[src/rtl/mitchell_etm_pipe_if.sv]
// Operand / product handshake bundle for the Mitchell error-tolerant multiplier.
// master = operand producer and product consumer, slave = the multiplier itself.
// Operands are WIDTH bits; the product is 2*WIDTH bits plus an exact-path flag.
interface mitchell_etm_pipe_if #(
  parameter int WIDTH = 16
);
  logic               in_valid;
  logic               in_ready;
  logic [WIDTH-1:0]   a;
  logic [WIDTH-1:0]   b;
  logic               out_valid;
  logic               out_ready;
  logic [2*WIDTH-1:0] c;
  logic               c_exact;

  modport master (
    output in_valid,
    output a,
    output b,
    output out_ready,
    input  in_ready,
    input  out_valid,
    input  c,
    input  c_exact
  );

  modport slave (
    input  in_valid,
    input  a,
    input  b,
    input  out_ready,
    output in_ready,
    output out_valid,
    output c,
    output c_exact
  );
endinterface

[src/rtl/mitchell_etm_pipe.sv]
// Mitchell log/antilog multiplier with an exact path for small operands, plus exact/approx delivery counters.
// Latency: 3 stages; a pair accepted in cycle N is presented in cycle N+3; one result per cycle when unstalled.
// Backpressure: global stall, in_ready = !out_valid | out_ready; every stage holds while the output is blocked.
module mitchell_etm_pipe #(
  parameter int WIDTH = 16,
  parameter int SPLIT = 8,
  parameter int FRAC  = WIDTH - 1,
  parameter int CNT_W = 32
) (
  input  logic               clk,
  input  logic               rst_n,
  mitchell_etm_pipe_if.slave bus,
  input  logic               clr_stats,
  output logic [CNT_W-1:0]   n_exact,
  output logic [CNT_W-1:0]   n_approx
);

  // Leading-one position width, exponent width (k1+k2+carry <= 2*WIDTH-1),
  // product width, exact-product width, and the no-overflow antilog window.
  localparam int KW = $clog2(WIDTH);
  localparam int EW = $clog2(2 * WIDTH);
  localparam int PW = 2 * WIDTH;
  localparam int LW = 2 * SPLIT;
  localparam int XW = PW + FRAC + 1;
  localparam logic [KW-1:0] KMAX = KW'(WIDTH - 1);

  // Position of the most significant set bit; 0 for a zero operand
  // (the zero flag covers that case downstream).
  function automatic logic [KW-1:0] lod(input logic [WIDTH-1:0] v);
    logic [KW-1:0] r;
    r = '0;
    for (int i = 0; i < WIDTH; i++) begin
      if (v[i]) r = KW'(i);
    end
    return r;
  endfunction

  // ---------------------------------------------------------------------
  // Flow control
  // ---------------------------------------------------------------------
  logic adv;
  logic deliver;

  assign adv          = !bus.out_valid || bus.out_ready;
  assign bus.in_ready = adv;
  assign deliver      = bus.out_valid && bus.out_ready;

  // ---------------------------------------------------------------------
  // Stage 1: classify operands, leading-one detect, extract fractions
  // ---------------------------------------------------------------------
  logic [KW-1:0]    k1_d, k2_d;
  logic [WIDTH-1:0] n1_d, n2_d;
  logic             ex_d;
  logic             zero_d;

  logic             s1_vld;
  logic             s1_ex;
  logic             s1_zero;
  logic [SPLIT-1:0] s1_a_lo, s1_b_lo;
  logic [KW-1:0]    s1_k1, s1_k2;
  logic [FRAC-1:0]  s1_x1, s1_x2;

  // Normalise each operand so its leading one sits in the MSB; the bits just
  // below it are the Mitchell fraction, and a clear MSB means the operand is 0.
  always_comb begin
    k1_d   = lod(bus.a);
    k2_d   = lod(bus.b);
    n1_d   = bus.a << (KMAX - k1_d);
    n2_d   = bus.b << (KMAX - k2_d);
    ex_d   = (bus.a[WIDTH-1:SPLIT] == '0) && (bus.b[WIDTH-1:SPLIT] == '0);
    zero_d = !(n1_d[WIDTH-1] && n2_d[WIDTH-1]);
  end

  // Stage-1 occupancy: a bubble enters whenever the pipe advances without a transfer.
  always_ff @(posedge clk or negedge rst_n) begin
    if (!rst_n) begin
      s1_vld <= 1'b0;
    end else if (adv) begin
      s1_vld <= bus.in_valid;
    end
  end

  // Stage-1 payload, loaded only for real transfers to avoid needless toggling.
  always_ff @(posedge clk or negedge rst_n) begin
    if (!rst_n) begin
      s1_ex   <= 1'b0;
      s1_zero <= 1'b0;
      s1_a_lo <= '0;
      s1_b_lo <= '0;
      s1_k1   <= '0;
      s1_k2   <= '0;
      s1_x1   <= '0;
      s1_x2   <= '0;
    end else if (adv && bus.in_valid) begin
      s1_ex   <= ex_d;
      s1_zero <= zero_d;
      s1_a_lo <= bus.a[SPLIT-1:0];
      s1_b_lo <= bus.b[SPLIT-1:0];
      s1_k1   <= k1_d;
      s1_k2   <= k2_d;
      s1_x1   <= n1_d[WIDTH-2 -: FRAC];
      s1_x2   <= n2_d[WIDTH-2 -: FRAC];
    end
  end

  // ---------------------------------------------------------------------
  // Stage 2: exact low product and Mitchell log-domain add
  // ---------------------------------------------------------------------
  logic [LW-1:0]   p_d;
  logic [FRAC:0]   s_d;
  logic [FRAC:0]   mant_d;
  logic [EW-1:0]   e_d;

  logic            s2_vld;
  logic            s2_ex;
  logic            s2_zero;
  logic [LW-1:0]   s2_p;
  logic [FRAC:0]   s2_mant;
  logic [EW-1:0]   s2_e;

  // Fraction sum with carry: without carry the mantissa is 1.s, with carry the
  // sum itself already reads as 1.x at one higher exponent.
  always_comb begin
    p_d    = LW'(s1_a_lo) * LW'(s1_b_lo);
    s_d    = {1'b0, s1_x1} + {1'b0, s1_x2};
    mant_d = s_d[FRAC] ? s_d : {1'b1, s_d[FRAC-1:0]};
    e_d    = EW'(s1_k1) + EW'(s1_k2) + EW'(s_d[FRAC]);
  end

  // Stage-2 occupancy follows stage 1 whenever the pipe advances.
  always_ff @(posedge clk or negedge rst_n) begin
    if (!rst_n) begin
      s2_vld <= 1'b0;
    end else if (adv) begin
      s2_vld <= s1_vld;
    end
  end

  // Stage-2 payload, captured only when a valid operand pair moves forward.
  always_ff @(posedge clk or negedge rst_n) begin
    if (!rst_n) begin
      s2_ex   <= 1'b0;
      s2_zero <= 1'b0;
      s2_p    <= '0;
      s2_mant <= '0;
      s2_e    <= '0;
    end else if (adv && s1_vld) begin
      s2_ex   <= s1_ex;
      s2_zero <= s1_zero;
      s2_p    <= p_d;
      s2_mant <= mant_d;
      s2_e    <= e_d;
    end
  end

  // ---------------------------------------------------------------------
  // Stage 3: antilog and result select
  // ---------------------------------------------------------------------
  logic [XW-1:0] wide_d;
  logic [PW-1:0] c_d;

  // The shift window holds mant<<e without loss, so dropping FRAC bits
  // truncates toward zero; exact wins over zero (0*small is still exact).
  always_comb begin
    wide_d = XW'(s2_mant) << s2_e;
    c_d    = PW'(wide_d >> FRAC);
    if (s2_ex) begin
      c_d = PW'(s2_p);
    end else if (s2_zero) begin
      c_d = '0;
    end
  end

  // Output valid: drops when a bubble arrives, holds while the consumer stalls.
  always_ff @(posedge clk or negedge rst_n) begin
    if (!rst_n) begin
      bus.out_valid <= 1'b0;
    end else if (adv) begin
      bus.out_valid <= s2_vld;
    end
  end

  // Output payload: updated only by a real result, so c stays put under stall.
  always_ff @(posedge clk or negedge rst_n) begin
    if (!rst_n) begin
      bus.c       <= '0;
      bus.c_exact <= 1'b0;
    end else if (adv && s2_vld) begin
      bus.c       <= c_d;
      bus.c_exact <= s2_ex;
    end
  end

  // ---------------------------------------------------------------------
  // Statistics
  // ---------------------------------------------------------------------

  // Count delivered products by path; a clear in the same cycle wins.
  always_ff @(posedge clk or negedge rst_n) begin
    if (!rst_n) begin
      n_exact  <= '0;
      n_approx <= '0;
    end else if (clr_stats) begin
      n_exact  <= '0;
      n_approx <= '0;
    end else if (deliver) begin
      if (bus.c_exact) begin
        n_exact <= n_exact + CNT_W'(1);
      end else begin
        n_approx <= n_approx + CNT_W'(1);
      end
    end
  end

endmodule

[src/flat_wrapper.sv]
// flat-port wrapper written by rule: the top's interface ports become plain ports
module mitchell_etm_pipe_flat 
#(
  parameter int WIDTH = 16,
  parameter int SPLIT = 8,
  parameter int FRAC  = WIDTH - 1,
  parameter int CNT_W = 32
)
  (clk, rst_n, clr_stats, n_exact, n_approx, bus_in_valid, bus_a, bus_b, bus_out_ready, bus_in_ready, bus_out_valid, bus_c, bus_c_exact);
  mitchell_etm_pipe_if #(.WIDTH(WIDTH)) bus_i ();
  input  logic clk;
  input  logic rst_n;
  input  logic clr_stats;
  output logic [CNT_W-1:0] n_exact;
  output logic [CNT_W-1:0] n_approx;
  input wire logic [$bits(bus_i.in_valid)-1:0] bus_in_valid;
  input wire logic [$bits(bus_i.a)-1:0] bus_a;
  input wire logic [$bits(bus_i.b)-1:0] bus_b;
  input wire logic [$bits(bus_i.out_ready)-1:0] bus_out_ready;
  output wire logic [$bits(bus_i.in_ready)-1:0] bus_in_ready;
  output wire logic [$bits(bus_i.out_valid)-1:0] bus_out_valid;
  output wire logic [$bits(bus_i.c)-1:0] bus_c;
  output wire logic [$bits(bus_i.c_exact)-1:0] bus_c_exact;
  assign bus_i.in_valid = bus_in_valid;
  assign bus_i.a = bus_a;
  assign bus_i.b = bus_b;
  assign bus_i.out_ready = bus_out_ready;
  assign bus_in_ready = bus_i.in_ready;
  assign bus_out_valid = bus_i.out_valid;
  assign bus_c = bus_i.c;
  assign bus_c_exact = bus_i.c_exact;
  mitchell_etm_pipe #(.WIDTH(WIDTH), .SPLIT(SPLIT), .FRAC(FRAC), .CNT_W(CNT_W)) u_core (.clk(clk), .rst_n(rst_n), .bus(bus_i), .clr_stats(clr_stats), .n_exact(n_exact), .n_approx(n_approx));
endmodule
[config.mk]
export PLATFORM = sky130hd
export DESIGN_NAME = mitchell_etm_pipe_flat
export DESIGN_NICKNAME = d
export VERILOG_FILES = /design/src/rtl/mitchell_etm_pipe_if.sv /design/src/rtl/mitchell_etm_pipe.sv /design/src/flat_wrapper.sv
export SDC_FILE = /design/constraint.sdc
export NUM_CORES = 1
export LEC_CHECK = 0
export ABC_CLOCK_PERIOD_IN_PS = 6490
export CORE_UTILIZATION = 50
export CTS_CLUSTER_SIZE = 25
export DETAILED_ROUTE_END_ITERATION = 7
export PLACE_DENSITY = 0.72
export SYNTH_ARGS = -nofsm -noshare
export SYNTH_HDL_FRONTEND = slang
export SYNTH_SLANG_ARGS = --single-unit
[constraint.sdc]
create_clock -name clk -period 6.49 [get_ports clk]
set_input_delay 1.298 -clock clk [delete_from_list [all_inputs] [get_ports clk]]
set_output_delay 1.298 -clock clk [all_outputs]
set_load 0.02 [all_outputs]
==> reports/qor.yml, run 1 <==
hold_violations: 0
cap_violations: 0
wl_per_cell_um: 16.8
crit_arrival_ns: 5.12
grt_pass1_vias: 10500
cts_root_buf: "clkbuf_16"
die_h_um: 164
r2r_start: "u_core.s1_b_lo[4]"
status: "completed"
setup-tns-final_ns: 0
min_path_type: "reg2reg"
antenna_found_initial: 1
drc_errors: 0
row_count: 58
yosysSeqAreaShare: 0.372
setup_viol_count_final: 0
yosys-top-cells-count: "nand2_1, dfrtp_1, nor2_1, o21ai_0, inv_1"
start_util: 0.515
fin_worst_skew_ns: 0.0152
tightest_slew_ns: 1.28
synth_top_area_frac: 0.372
worstSetupPathType: "reg2reg"
cts_hold_buf: 0
synth_area_leaders: "dfrtp_1, nand2_1, fa_1"
ys_types: 78
drt.antenna.violating_nets: 0
multi_input_area_um2: 7610
synth_largest_area_cell: "dfrtp_1"
via_per_inst: 5.68
grt_first_pass_wirelength_um: 53700
netlist_area_um2: 13100
placed_area_um2: 14600
first_pass_iters: 7
postCtsSetupRepairBufs: 0
cts.clk_slew.worst_paths_ns: 0.08
start_kind: "register"
synth_nets: 1612
slowest_delay_ns: 0.52
dp_slack_ns: 1.74
holdPathStages: 2
synth_most_common_cell: "nand2_1"
cts_resized: 0
clock-sinks: 195
htreeDepth: 4
setup_slack_ns: 1.64
path_depth: 16
finalWirelength_um: 32200
final_util: 0.599
crit_top_cell: "fa_1"
numCtsBuffers: 17
cts_buffer_depth: 2
crit_path_cell_trace: "and2_1, fa_1, fa_1, ha_1, inv_1, fa_1, inv_1, ha_1, nor2b_1, o21ai_1, a21boi_1, or4_1, a31o_2, o41ai_1, xnor2_1, o21ai_0"
synth-async-reset-ratio: 1.00
gp_congestion: 0.974
cp_slowest_cell: "fa_1"
chipWidth_um: 164
crit_family: "adder cells"
grt_max_degree: 98
power_density_nw_per_um2: 384
areaGrowthSynthToFinish_pct: 16.4
crit_fanout: 9
worstSetupStartpoint: "u_core.s1_b_lo[4]"
die_area_um2: 26900
period_needed_ns: 4.85
gr-total-overflow: 0
grt_usage: 0.250
core_area_um2: 25500
cts_tree: "built"
fillerInstances: 2231
worst_setup_path_end_kind: "register"
finalMaxSlewViolations: 0
power.leakage_nw: 6.79
synth_flop_cell: "dfrtp_1"
rsz0062_at_grt: "no"
max_clock_freq_mhz: 206
synth-seq-cells: 195
io_buffers: 135
drive_gt1_frac: 0.0530
dp.final_hpwl_um: 24400
via_count: 10900
cp.required_ns: 6.76
critPathBufInv: 2
syn_area_per_cell_um2: 8.86
maxSlewHeadroom: 0.137
synth_edf_count: 0
rr_worst_depth: 16
synthCells: 1480
vdd_drop_max_mv: 0.195
drt_iter0_drc: 948
ios: 136
nets: 1704
regArea_um2: 4880
final_area_um2: 15300
clock_latency_ns: 0.45
fin_crit_sh: 0.747
min_from: "u_core.bus.c[9]"
ys_warn_count: 0
==> through the flow <==
step	hold slack (ns)	instances	total power [mW]
5_1_grt	0.506	1915	6.36
3_5_place_dp	0.471	1883	4.73
4_1_cts	0.488	1915	5.87
3_3_place_gp	0.462	1883	4.67
6_report	0.483	1916	5.86
2_1_floorplan	0.445	1480	3.88
==> cell families (layout without fill, tap and decap cells) <==
group,after synthesis,after routing,share of synthesized area
adders and majority gates,95,95,0.113
buffers and inverters,152,257,0.0481
other,0,1,0
muxes,73,73,0.0594
and+or+nand+nor,576,576,0.202
DFF,195,195,0.372
xor gates and xnor gates,75,75,0.0501
AOI/OAI and AO/OA,314,314,0.155
==> worst paths after layout <==
| kind | endpoint | slack, ns |
|---|---|---|
| max | u_core.s2_p[15] | 1.64 |
| min | u_core.bus.c[9] | 0.48 |
| max reg2reg | u_core.s2_p[15] | 1.64 |
| min reg2reg | u_core.bus.c[9] | 0.48 |
| max in group asynchronous | u_core.s1_x2[3] | 4.29 |
| min in group asynchronous | u_core.n_exact[11] | 0.94 |
==> worst reg2reg max path, stage by stage, from the launching register on <==
cell and delay [ns]:
dfrtp_1 0.48, and2_1 0.22, fa_1 0.44, fa_1 0.51, ha_1 0.31, inv_1 0.06, fa_1 0.52, inv_1 0.04
ha_1 0.34, nor2b_1 0.17, o21ai_1 0.20, a21boi_1 0.14, or4_1 0.43, a31o_2 0.23, o41ai_1 0.32, xnor2_1 0.17
o21ai_0 0.09
==> report_power, final <==
group	leakage (nW)	switching [mW]	internal [mW]
Clock	0.307	0.538	0.563
Sequential	2.51	0.339	1.50
Combinational	3.97	1.68	1.24
==> registers in the layout, indices dropped and copies added, names as in the netlist <==
name	flops
u_core.bus.out_valid	1
u_core.s1_zero	1
u_core.s2_mant	16
u_core.s2_e	5
u_core.s2_p	16
u_core.s1_vld	1
u_core.s2_vld	1
u_core.s1_x1	15
u_core.n_exact	32
u_core.s1_k1	4
u_core.s1_b_lo	8
u_core.s1_x2	15
u_core.bus.c_exact	1
u_core.s2_ex	1
u_core.bus.c	32
u_core.s1_k2	4
u_core.s1_a_lo	8
u_core.s2_zero	1
u_core.n_approx	32
u_core.s1_ex	1
==> cell type report <==
class / count / share of cell area
inverters: 83 / 0.0204
clock inverters: 15 / 0.0139
clock buffers: 17 / 0.0279
well taps: 330 / 0.0271
multi-input cells: 1133 / 0.499
diodes: 1 / 0.000164
flip-flops and latches: 195 / 0.320
repair buffers: 142 / 0.0919
==> placed cells by master, fill, tap and decap left out, types with 5 or more instances in the layout <==
master and n:
a22oi_1 5, and4_1 7, nand4_1 20, clkinv_8 7, nand2_1 211, o21a_1 9
ha_1 56, fa_1 39, buf_4 7, mux2_2 21, xor2_1 52, o21ai_1 8
nand2b_1 10, o21ai_0 110, xnor2_1 23, clkbuf_16 17, a21oi_1 68, clkdlybuf4s50_1 133
a21o_1 8, a221oi_1 12, o22ai_1 6, and2_1 60, nor2b_1 6, nor3_1 26
nor2_1 152, or3_1 17, o31ai_1 7, a22o_1 5, nand3_1 34, a31oi_1 7
mux2i_1 49, and3_1 11, o211ai_1 9, inv_1 82, nor4_1 9, dfrtp_1 195
==> routing by layer <==
| layer | routed length [um] | part of all wire | GRT usage | up-vias |
|---|---|---|---|---|
| met5 | 0 | 0 | 0 | - |
| li1 | - | - | - | 5323 |
| met2 | 14800 | 0.46 | 0.407 | 324 |
| met4 | 691 | 0.021 | 0.0644 | 0 |
| met1 | 15200 | 0.47 | 0.347 | 5207 |
| met3 | 1570 | 0.049 | 0.0399 | 38 |
(Power assumes the default switching activity.)
==> inputs of run 2 (changes only) <==
--- a/config.mk
+++ b/config.mk
@@ -5,11 +5,11 @@
 export SDC_FILE = /design/constraint.sdc
 export NUM_CORES = 1
 export LEC_CHECK = 0
-export ABC_CLOCK_PERIOD_IN_PS = 6490
+export ABC_CLOCK_PERIOD_IN_PS = 4100
 export CORE_UTILIZATION = 50
 export CTS_CLUSTER_SIZE = 25
 export DETAILED_ROUTE_END_ITERATION = 7
-export PLACE_DENSITY = 0.72
+export PLACE_DENSITY = 0.74
 export SYNTH_ARGS = -nofsm -noshare
 export SYNTH_HDL_FRONTEND = slang
 export SYNTH_SLANG_ARGS = --single-unit
==> constraint.sdc (replaced) <==
create_clock -name clk -period 4.1 [get_ports clk]
set_input_delay 0.82 -clock clk [delete_from_list [all_inputs] [get_ports clk]]
set_output_delay 0.82 -clock clk [all_outputs]
set_load 0.02 [all_outputs]
==> run 2 against run 1 <==
Net effect: the flow now finishes with violations (setup timing); cell count rose by 2.7%; die area did not move; clock-buffer cell count did not move; largest power group unchanged; clock power rose by 54%; largest cell class unchanged; global-route usage rose by 0.31 points; total power rose by 72%; via count rose by 2.8%; critical path depth fell by 1; combinational power rose by 87%; sequential power rose by 58%; setup slack got worse by 1.9 ns.
==> reports/qor.yml, run 2 (synthesis results as in run 1) <==
status: "complete, but fails checks"
violations: "setup timing"
grt_use_met1: 0.349
cts_buffer_depth: 2
chipWidth_um: 164
drive_gt1_frac: 0.116
wl_per_cell_um: 16.7
drt.antenna.violating_nets: 0
top_usage_layer: "met2"
critPathBufInv: 3
min_path_type: "in2async"
top_regs: "u_core.bus.c (32), u_core.n_approx (32), u_core.n_exact (32)"
setup_viol_count_final: 6
worstSetupPathType: "reg2reg"
antenna_found_initial: 0
cap_violations: 0
io_buffers: 135
final_util: 0.624
power_density_nw_per_um2: 632
crit_family: "adder cells"
row_count: 58
setup_slack_ns: -0.224
grt_usage: 0.253
path_depth: 15
clockPowerShare: 0.168
p_switching_mw: 4.33
clock_latency_ns: 0.45
first_pass_iters: 8
regArea_um2: 4890
rsz0062_at_grt: "yes"
die_area_um2: 26900
p_int_mw: 5.71
worst_setup_path_end_kind: "register"
core_area_um2: 25500
via_count: 11200
diodes: 0
vdd_drop_max_mv: 0.404
placed_area_um2: 15100
gr-total-overflow: 0
clock-sinks: 195
start_util: 0.515
setup-tns-final_ns: -0.898
via_per_inst: 5.69
crit_arrival_ns: 4.65
die_h_um: 164
crit_path_cell_trace: "nand2_2, fa_1, fa_1, inv_2, fa_1, inv_1, fa_1, inv_2, ha_4, a21boi_4, or4_4, a31o_4, o41ai_4, xnor2_1, o21ai_1"
ios: 136
crit_top_cell: "fa_1"
fin_worst_skew_ns: 0.0149
areaGrowthSynthToFinish_pct: 21.2
grt_pass1_vias: 10700
final_area_um2: 15900
tightest_slew_ns: 0.888
dp.final_hpwl_um: 24800
totalPowerFinal_mw: 10.0
drt_iter0_drc: 832
holdWs_ns: 0.411
period_needed_ns: 4.32
numCtsBuffers: 17
grt_max_degree: 89
nets: 1757
dp_slack_ns: -0.433
start_kind: "register"
cp_slowest_cell: "fa_1"
cts_hold_buf: 0
rr_worst_depth: 15
combPwrFrac: 0.544
finalMaxSlewViolations: 0
fillerInstances: 2158
final_cell_mix: "nand2_1, dfrtp_1, nor2_1"
grt.met3_usage: 0.0336
p_seq_frac: 0.288
crit_fanout: 4
gp_congestion: 0.934
finalWirelength_um: 32900
max_clock_freq_mhz: 231
htreeDepth: 4
power.leakage_nw: 7.09
place_inst: 1931
slowest_delay_ns: 0.54
multi_input_area_um2: 7830
layout_commonest_cell: "nand2_1"
cp.required_ns: 4.42
grt_use_met2: 0.419
hold_violations: 0
final_cells: 1968
grt_first_pass_wirelength_um: 54200
swShare: 0.431
cts.clk_slew.worst_paths_ns: 0.08
cts_tree: "built"
fin_crit_sh: 1.05
cts_root_buf: "clkbuf_16"
maxSlewHeadroom: 0.408
drc_errors: 0
run 2: cell types whose count changed in the layout (fill, tap and decap cells not counted), moves of 5 or more:
cell,previous run,this run
dfrtp_2,0,8
o21ai_0,110,105
and2_4,0,16
dfrtp_1,195,187
and2_1,60,44
inv_2,0,5
buf_4,7,55
inv_1,82,77
ha_1,56,51
run 2: power groups by stage:
stage          Sequential (mW)  Clock [mW]  Combinational [mW]
2_1_floorplan             2.81           0                3.44
3_3_place_gp              2.90           0                4.87
3_5_place_dp              2.92           0                5.00
4_1_cts                   2.89        1.71                5.22
5_1_grt                   2.96        1.79                6.10
6_report                  2.90        1.69                5.46
run 2: worst paths after layout:
path	startpoint	to	slack [ns]
min in group clk	u_core.bus.c[30]	u_core.bus.c[30]	0.48
min	rst_n	u_core.bus.c[30]	0.41
max reg2reg	u_core.s1_b_lo[7]	u_core.s2_p[15]	-0.22
max	u_core.s1_b_lo[7]	u_core.s2_p[15]	-0.22
max in group asynchronous	rst_n	u_core.n_exact[1]	2.77
min reg2reg	u_core.bus.c[30]	u_core.bus.c[30]	0.48
run 2: area by class of cell:
cell class,instances,area share
multi-input cells,1133,0.493
flip-flops and latches,195,0.308
repair buffers,195,0.116
clock buffers,17,0.0268
well taps,330,0.0260
inverters,83,0.0196
clock inverters,15,0.0115
run 2: per-layer routing:
layer	vias to the layer above	part of all wire	routed length, um
li1	5440	-	-
met1	5365	0.46	15000
met2	348	0.48	15800
met3	48	0.045	1490
met4	0	0.019	620
met5	-	0	0
run 2: repair_timing:
item                       in CTS  in global routing
setup buffers                   4                  1
pin swaps                      22                 17
setup endpoints to repair       6                  8
resized for setup              20                 31
